--- config.mk ---
export PLATFORM = sky130hd
export DESIGN_NAME = regbank_dump
export DESIGN_NICKNAME = d
export VERILOG_FILES = /design/src/rtl/regbank_dump.sv
export SDC_FILE = /design/constraint.sdc
export NUM_CORES = 1
export LEC_CHECK = 0
export BUFFER_PORTS_ARGS = -buffer_cell sky130_fd_sc_hd__clkbuf_2
export CAP_MARGIN = 20
export CORE_MARGIN = 2
export CORE_UTILIZATION = 40
export DETAILED_ROUTE_END_ITERATION = 8
export GPL_TIMING_DRIVEN = 0
export HOLD_SLACK_MARGIN = 0.06
export PLACE_DENSITY = 0.71
export SYNTH_ARGS = -nofsm -noshare
export SYNTH_HDL_FRONTEND = slang
export SYNTH_SLANG_ARGS = --single-unit
--- constraint.sdc ---
create_clock -name clk -period 5 [get_ports clk]
set_clock_uncertainty 0.1 [all_clocks]
set_input_delay 1.5 -clock clk [delete_from_list [all_inputs] [get_ports clk]]
set_output_delay 1.5 -clock clk [all_outputs]
set_load 0.02 [all_outputs]
--- src/rtl/regbank_dump.sv ---
// regbank_dump: walks a register bank after a halt edge or start pulse and streams each register out over valid/ready
module regbank_dump #(
  parameter int NREGS = 32,
  parameter int DW    = 32,
  parameter int AW    = 5
) (
  input  logic          clk,
  input  logic          rst_n,
  input  logic          halted,
  input  logic          start,
  output logic          rf_rd_en,
  output logic [AW-1:0] rf_rd_addr,
  input  logic [DW-1:0] rf_rd_data,
  output logic          out_valid,
  input  logic          out_ready,
  output logic [AW-1:0] out_idx,
  output logic [DW-1:0] out_data,
  output logic          out_last,
  output logic          busy,
  output logic          done
);
  localparam logic [2:0] IDLE = 3'd0;
  localparam logic [2:0] READ = 3'd1;
  localparam logic [2:0] CAPT = 3'd2;
  localparam logic [2:0] SEND = 3'd3;
  localparam logic [2:0] DONE = 3'd4;
  localparam logic [AW-1:0] LAST = AW'(NREGS - 1);
  logic [2:0]    state;
  logic [AW-1:0] idx;
  logic          halted_q;
  logic          trig;
  assign trig       = (halted & ~halted_q) | start;
  assign rf_rd_en   = state == READ;
  assign rf_rd_addr = idx;
  assign out_valid  = state == SEND;
  assign out_last   = out_valid & (out_idx == LAST);
  assign busy       = state != IDLE;
  assign done       = state == DONE;
  // dump sequencer: one read, one capture, one send slot per register; triggers only honoured in IDLE
  always_ff @(posedge clk or negedge rst_n) begin
    if (!rst_n) begin
      state    <= IDLE;
      idx      <= '0;
      halted_q <= 1'b0;
      out_data <= '0;
      out_idx  <= '0;
    end else begin
      halted_q <= halted;
      case (state)
        IDLE: if (trig) begin
          idx   <= '0;
          state <= READ;
        end
        READ: state <= CAPT;
        CAPT: begin
          out_data <= rf_rd_data;
          out_idx  <= idx;
          state    <= SEND;
        end
        SEND: if (out_ready) begin
          if (idx == LAST) state <= DONE;
          else begin
            idx   <= idx + 1'b1;
            state <= READ;
          end
        end
        default: state <= IDLE;
      endcase
    end
  end
endmodule

; Yosys cells after proc, flatten, opt, wreduce, memory -nomap -nowiden
; Index checks and enable logic that the tools add are counted.
[op_classes]
n_addsub = 1
eq_ne = 9
mux = 8
n_bitwise = 4
reduce_logical = 5
[op_table]
columns = operator, n
row1 = 5-bit 2-to-1 mux, 3
row2 = 3-bit case mux with 4 select lines, 1
row3 = "5-bit == test, second input constant", 2
row4 = 5-bit case mux with 2 select lines, 1
row5 = 3-bit 2-to-1 mux, 3
row6 = "3-bit by 2-bit == test with 1-bit output, second input constant", 2
row7 = "5-bit by 1-bit adder with 5-bit output, second input constant", 1
row8 = "2-bit inequality test, second input constant", 2
row9 = 4-bit AND reduction, 1
row10 = "3-bit by 1-bit == test with 1-bit output, second input constant", 1
row11 = "3-bit == test, second input constant", 1
row12 = 3-bit zero test, 1
row13 = 3-bit nonzero test, 1
row14 = 1-bit bitwise AND, 2
row15 = "2-bit by 1-bit inequality test with 1-bit output, second input constant", 1
row16 = 2-bit AND reduction, 1
row17 = 2-bit nonzero test, 1
row18 = 1-bit NOT, 1
row19 = 1-bit OR, 1
[totals]
register_bits = 46
output_inout_bits = 47

; Longest topological paths before layout
; Gate-level depths: netlist (run 1).
[logic_depth]
word_depth = 5
ltp_mapped = 6

; Worst setup path before layout (run 1)
; OpenSTA, ideal clock, no wires.
[synth_timing]
path_kind = flip-flop to output port
from = register state[2]
to = output port out_last
t_arrival_ps = 1128
t_required_ps = 3400
path_slack_ps = 2272
path_stages_with_launch = 3
path_buffers = 0
cell_sequence = dfrtp_1 -> nand3b_4 -> nor3_1
[synth_between]
elab_chain_cells = 2
[synth_rtl]
columns = item, line_no
row1 = start: declaration, 28  ; logic [2:0] state;
row2 = start signal: assignment, 42  ; state <= IDLE;
row3 = start signal: assignment, 52  ; state <= READ;
row4 = start signal: assignment, 54  ; READ: state <= CAPT;
row5 = 3-bit by 2-bit == test with 1-bit output, 35  ; assign out_valid = state == SEND;
row6 = 1-bit bitwise AND, 36  ; assign out_last = out_valid & (out_idx == LAST);
row7 = end: declaration, 18  ; output logic out_last,
; No other way between the ends.

; Final worst setup path (run 1)
; Same ends and word-level chain as after synthesis.

==> results.yml, run 1 <==
cells_and_area:
  antennaDiodeCount: 0
  finalNonFillerCells: 274
  drive_above_1_share_pct: 62.7
  final_area_um2: 2510
  postLayoutCoreUtil_pct: 53.8
  fin_nets: 258
  area_growth_pct: 32.1
yosys:
  syn_avg_cell_area_um2: 14.8
  ys_ff_latch: 46
  ys_seq_area_share_pct: 60.6
  synthAdderAreaFrac_pct: 1.32
  ys_types: 27
  synth_top_family_by_area: "multiplexers"
  synthMuxAreaShare_pct: 21.9
  synth_compound_area_share_pct: 5.20
  syn-num-nets: 167
  netlist_instances: 128
  synth_xor_area_share_pct: 0
  yosys_warnings: 0
  synth.cell_area_um2: 1900
  synthSimpleGateAreaFrac_pct: 7.77
timing:
  min_period_ns: 2.98
  final-hold-violation-count: 0
  fmax_mhz: 336
  slew-limit-headroom_pct: 63.6
  setup_viol: 0
  worstMarginPinSlew_ns: 0.545
  grt_setup_unrepaired: "no"
  finalSetupTns_ns: 0
  period_share_pct: 59.5
  slew_violations: 0
global_route:
  grt_util_all_layers_pct: 15.1
  antenna_found_initial: 0
  grt_pass1_vias: 1311
  grt_max_degree: 27
  grt_pass1_wl_um: 6050
  gr-total-overflow: 0
critical_path:
  reg2reg_slack_ns: 2.90
  worstPathRequired_ns: 3.40
  timing.rr.start: "rf_rd_addr[0]"
  endpoint_kind: "output port"
  crit_start: "state[2]"
  worstPathCellList: "nand3b_4 > nor3_1 > clkbuf_2"
  slowest_delay_ns: 0.45
  critPathKind: "reg -> out"
  arrival_ns: 1.38
  path_max_fanout: 9
  slowest_stage: "dfrtp_1"
  cp-start-kind: "flip-flop"
cts:
  clk_path_buf_depth: 2
  numCtsBuffers: 5
  clockRootBuffer: "clkbuf_8"
  cts_hold_buffers: 0
  clk_pin_slew_ns: 0.08
  cts_num_sinks: 46
  post_cts_resized: 0
  cts_tree: "done"
  postCtsSetupRepairBufs: 0
  insertion_delay_ns: 0.29
  htreeDepth: 2
die:
  start_util_pct: 40.8
  fp-row-count: 25
  die_w_um: 72.9
  io_pins: 84
  fp.coreArea_um2: 4660
  die_y_um: 72.9
  die-area_um2: 5320
routing:
  drtPass1Iterations: 4
  post_drt_wl_per_cell_um: 13.9
  drc: 0
  ant_nets: 0
  vias_per_cell: 4.92
  vias: 1349
  drt_iter0_drc: 93
  drt_wl_total_um: 3810
pwr:
  p_leak_nw: 1.25
  ir_drop_mv: 0.356
  p_total_w: 0.00176
  power.density_nw_per_um2: 703
hold_path:
  hp-class: "reg -> reg"
  hp-start: "out_data[3]"
place:
  io_buffers: 83
  place_inst: 266
  gp_congestion: 0.688
  dp_hpwl_um: 2850
  place_area_um2: 2400
job:
  drv_cap: 0
status:
  status: "complete, no violations"
[stage by stage]
step                setup WS [ns]  hold WS [ns]
floorplan                    2.27         0.384
global placement             2.35         0.389
detailed placement           2.36         0.395
CTS                          2.02         0.415
global route                 1.95         0.428
finish                       2.02         0.410
[layout by cell type (no fill, tap or decap), types with 3 or more instances in the layout]
| master | n |
|---|---|
| clkbuf_2 | 83 |
| dfrtp_1 | 46 |
| mux2_2 | 37 |
| nand2_1 | 5 |
| clkbuf_8 | 5 |
| buf_4 | 4 |
| nor3_1 | 3 |
| nor3b_1 | 3 |
[power by group]
part,switching [W],internal [W],total [W]
registers,0.000103,0.000547,0.000649
logic,0.000464,0.000382,0.000846
clock network,0.000119,0.000150,0.000268
total,0.000686,0.00108,0.00176
[synth_stat cells]
| master | count | share of area, % |
|---|---|---|
| and2_4 | 1 | 0.46 |
| or3_4 | 1 | 0.59 |
| nand4_1 | 1 | 0.33 |
| ha_1 | 2 | 1.3 |
| nor2_1 | 1 | 0.20 |
| buf_4 | 4 | 1.6 |
| o21bai_1 | 1 | 0.40 |
| a31oi_1 | 2 | 0.66 |
| nand3b_4 | 1 | 1.1 |
| nand2_1 | 5 | 0.99 |
| o21ai_0 | 2 | 0.53 |
| o21bai_4 | 1 | 0.99 |
| o31ai_1 | 1 | 0.40 |
| nand3_1 | 2 | 0.53 |
| dfrtp_1 | 46 | 61 |
| inv_1 | 2 | 0.40 |
| mux2_2 | 37 | 22 |
| and3_1 | 1 | 0.33 |
| nor3b_1 | 3 | 1.2 |
| nor4_1 | 1 | 0.33 |
| a22o_1 | 2 | 0.92 |
| and2b_1 | 1 | 0.40 |
| nor3_1 | 3 | 0.79 |
| o211ai_1 | 2 | 0.79 |
| a21oi_1 | 2 | 0.53 |
| or3b_4 | 1 | 0.59 |
| buf_6 | 2 | 1.2 |
[worst paths after layout]
kind / end / cells after the start
min in group asynchronous: out_idx[1] / 1
max reg2reg: rf_rd_addr[4] / 6
min: out_data[3] / 1
min reg2reg: out_data[3] / 1
max in group asynchronous: out_data[12] / 2
max: out_last / 3
[kinds of logic (layout without fill, tap and decap cells)]
family / count (synthesis) / after routing
compound gates: 13 / 13
buf+inv: 8 / 100
simple gates: 22 / 22
mux: 37 / 37
fa+ha+maj: 2 / 2
flops: 46 / 46
[flip-flops by register name, summed over array words and instances, names as in the netlist]
register and count:
out_data 32, out_idx 5, rf_rd_addr 5, state 3, halted_q 1
[layer usage]
| layer | global-route usage [%] | up-vias | wire [µm] |
|---|---|---|---|
| met4 | 6.79 | 0 | 62 |
| met5 | 0 | - | 0 |
| met1 | 18.8 | 662 | 1670 |
| met3 | 4.42 | 5 | 174 |
| met2 | 24.2 | 41 | 1900 |
| li1 | - | 641 | - |
[layout make-up]
class                      instances  area [µm²]
clock inverter                     1        30.0
fill                             431        2150
timing repair buffer              84         435
buffer                             6        52.6
tap                               54        67.6
sequential                        46        1150
multi-input combinational         74         688
inverter                           2        7.51
clock buffer                       7        76.3
[critical path: cells and delay by family (launching register included)]
kind                   cells  cell delay [ns]
buffers and inverters      1             0.20
AND/OR/NAND/NOR            2             0.44
flip-flops                 1             0.45
(Power assumes the default switching activity.)
==> run 2, diff against run 1 <==
--- a/config.mk
+++ b/config.mk
@@ -12,7 +12,7 @@
 export DETAILED_ROUTE_END_ITERATION = 8
 export GPL_TIMING_DRIVEN = 0
 export HOLD_SLACK_MARGIN = 0.06
-export PLACE_DENSITY = 0.71
+export PLACE_DENSITY = 0.74
 export SYNTH_ARGS = -nofsm -noshare
 export SYNTH_HDL_FRONTEND = slang
 export SYNTH_SLANG_ARGS = --single-unit
==> constraint.sdc (replaced) <==
create_clock -name clk -period 2.7 [get_ports clk]
set_clock_uncertainty 0.1 [all_clocks]
set_input_delay 0.81 -clock clk [delete_from_list [all_inputs] [get_ports clk]]
set_output_delay 0.81 -clock clk [all_outputs]
set_load 0.02 [all_outputs]
==> results.yml, run 2 (synthesis results as in run 1) <==
die:
  start_util_pct: 40.8
  fp.coreArea_um2: 4660
  io_pins: 84
  die_w_um: 72.9
  die_y_um: 72.9
  fp-row-count: 25
  die-area_um2: 5320
place:
  io_buffers: 83
  pre_cts_slack_ns: 0.621
  dp_hpwl_um: 2910
  gp_congestion: 0.751
cells_and_area:
  nFillCells: 414
  area_growth_pct: 30.8
  top_register: "out_data"
  drive_above_1_share_pct: 63.3
  final_common_cell: "clkbuf_2"
  final_cell_mix: "clkbuf_2 (83), dfrtp_1 (46), mux2_2 (37)"
  largest_reg_flops: 32
  fin_nets: 258
  antennaDiodeCount: 0
cts:
  post_cts_resized: 0
  clk_pin_slew_ns: 0.08
  numCtsBuffers: 5
  insertion_delay_ns: 0.29
  cts_tree: "done"
  cts_num_sinks: 46
  cts_hold_buffers: 0
  htreeDepth: 2
  postCtsSetupRepairBufs: 0
  clk_path_buf_depth: 2
  clockRootBuffer: "clkbuf_8"
critical_path:
  worstPathCellList: "nand3b_4 > nor3_1 > clkbuf_2"
  reg2reg_slack_ns: 0.62
  critPathKind: "reg -> out"
  slowest_stage: "dfrtp_1"
  arrival_ns: 1.42
  critPathTopFamily: "simple AND/OR/NAND/NOR gates"
  slowest_delay_ns: 0.44
  timing.rr.start: "rf_rd_addr[0]"
  endpoint_kind: "output port"
  path_max_fanout: 9
  r2r-end: "rf_rd_addr[4]"
  cp-start-kind: "flip-flop"
  worst-path-buf-inv: 1
  ff2ff_path_depth: 6
  worstPathRequired_ns: 1.79
global_route:
  grt_util_all_layers_pct: 15.0
  antenna_found_initial: 0
  grt_util_met2_pct: 23.9
  grt_util_met3_pct: 5.11
  gr-total-overflow: 0
  grt_max_degree: 27
  grt_pass1_wl_um: 6100
  use_met1_pct: 18.7
  grt_pass1_vias: 1350
  busiest_layer: "met2"
timing:
  finalSetupTns_ns: 0
  slew-limit-headroom_pct: 63.4
  layout_setup_ws_ns: 0.372
  grt_setup_unrepaired: "no"
  final-hold-violation-count: 0
  min_period_ns: 2.33
  worstMarginPinSlew_ns: 0.550
  fmax_mhz: 430
  slew_violations: 0
  setup_viol: 0
  period_share_pct: 86.2
routing:
  drt_iter0_drc: 48
  post_drt_wl_per_cell_um: 13.7
  drc: 0
  drt_wl_total_um: 3720
  vias_per_cell: 4.94
  ant_nets: 0
  vias: 1344
  drtPass1Iterations: 4
pwr:
  p_leak_nw: 1.24
  ir_drop_mv: 0.541
  power.density_nw_per_um2: 1270
status:
  status: "complete, no violations"
hold_path:
  hp-class: "in -> async"
job:
  drv_cap: 0
[run 2: changes by cell type in the layout (fill, tap and decap cells not counted)]
cell       previous run  this run
clkbuf_1              2         0
clkbuf_8              5         6
bufinv_16             1         0
[run 2: report_power, final]
part / leakage, nW / switching (W) / internal (W)
clock: 0.0431 / 0.000202 / 0.000197
combinational: 0.648 / 0.000848 / 0.000706
sequential: 0.550 / 0.000189 / 0.00101
total: 1.24 / 0.00124 / 0.00192
[run 2: cell type report]
cell class | instances | area (µm²) | share of cell area [%]
Timing Repair Buffer | 84 | 435 | 17.5
Inverter | 2 | 7.51 | 0.302
Buffer | 6 | 52.6 | 2.11
Clock buffer | 6 | 82.6 | 3.32
Multi-Input combinational cell | 74 | 688 | 27.7
Tap cell | 54 | 67.6 | 2.72
Sequential cell | 46 | 1150 | 46.3
[run 2: layer usage]
layer	part of all wire (%)	wire length, µm	vias to the layer above
li1	-	-	635
met1	43	1600	667
met2	50	1870	38
met3	5.9	220	4
met4	0.78	29	0
met5	0	0	-
[run 2: per-stage QoR]
step / hold WS, ns / power [W] / instance area (µm²) / util, % / std cells
after global routing: 0.427 / 0.00336 / 2480 / 53.3 / 272
after floorplan: 0.384 / 0.00229 / 1900 / - / 128
after global placement: 0.389 / 0.00275 / 2380 / 51.1 / 265
after detailed placement: 0.395 / 0.00280 / 2400 / 51.5 / 266
after CTS: 0.410 / 0.00321 / 2480 / 53.3 / 272
final: 0.397 / 0.00316 / 2480 / 53.3 / 272
[run 2: worst max-delay path by stage]
stage | endpoint | startpoint | cells after the start | slack [ns]
after floorplan | rf_rd_addr[1] | rf_rd_addr[0] | 6 | 0.65
after global placement | rf_rd_addr[4] | rf_rd_addr[0] | 6 | 0.63
after detailed placement | rf_rd_addr[4] | rf_rd_addr[0] | 6 | 0.62
after CTS | out_last | state[2] | 3 | 0.37
after global routing | out_last | state[2] | 3 | 0.31
final | out_last | state[2] | 3 | 0.37
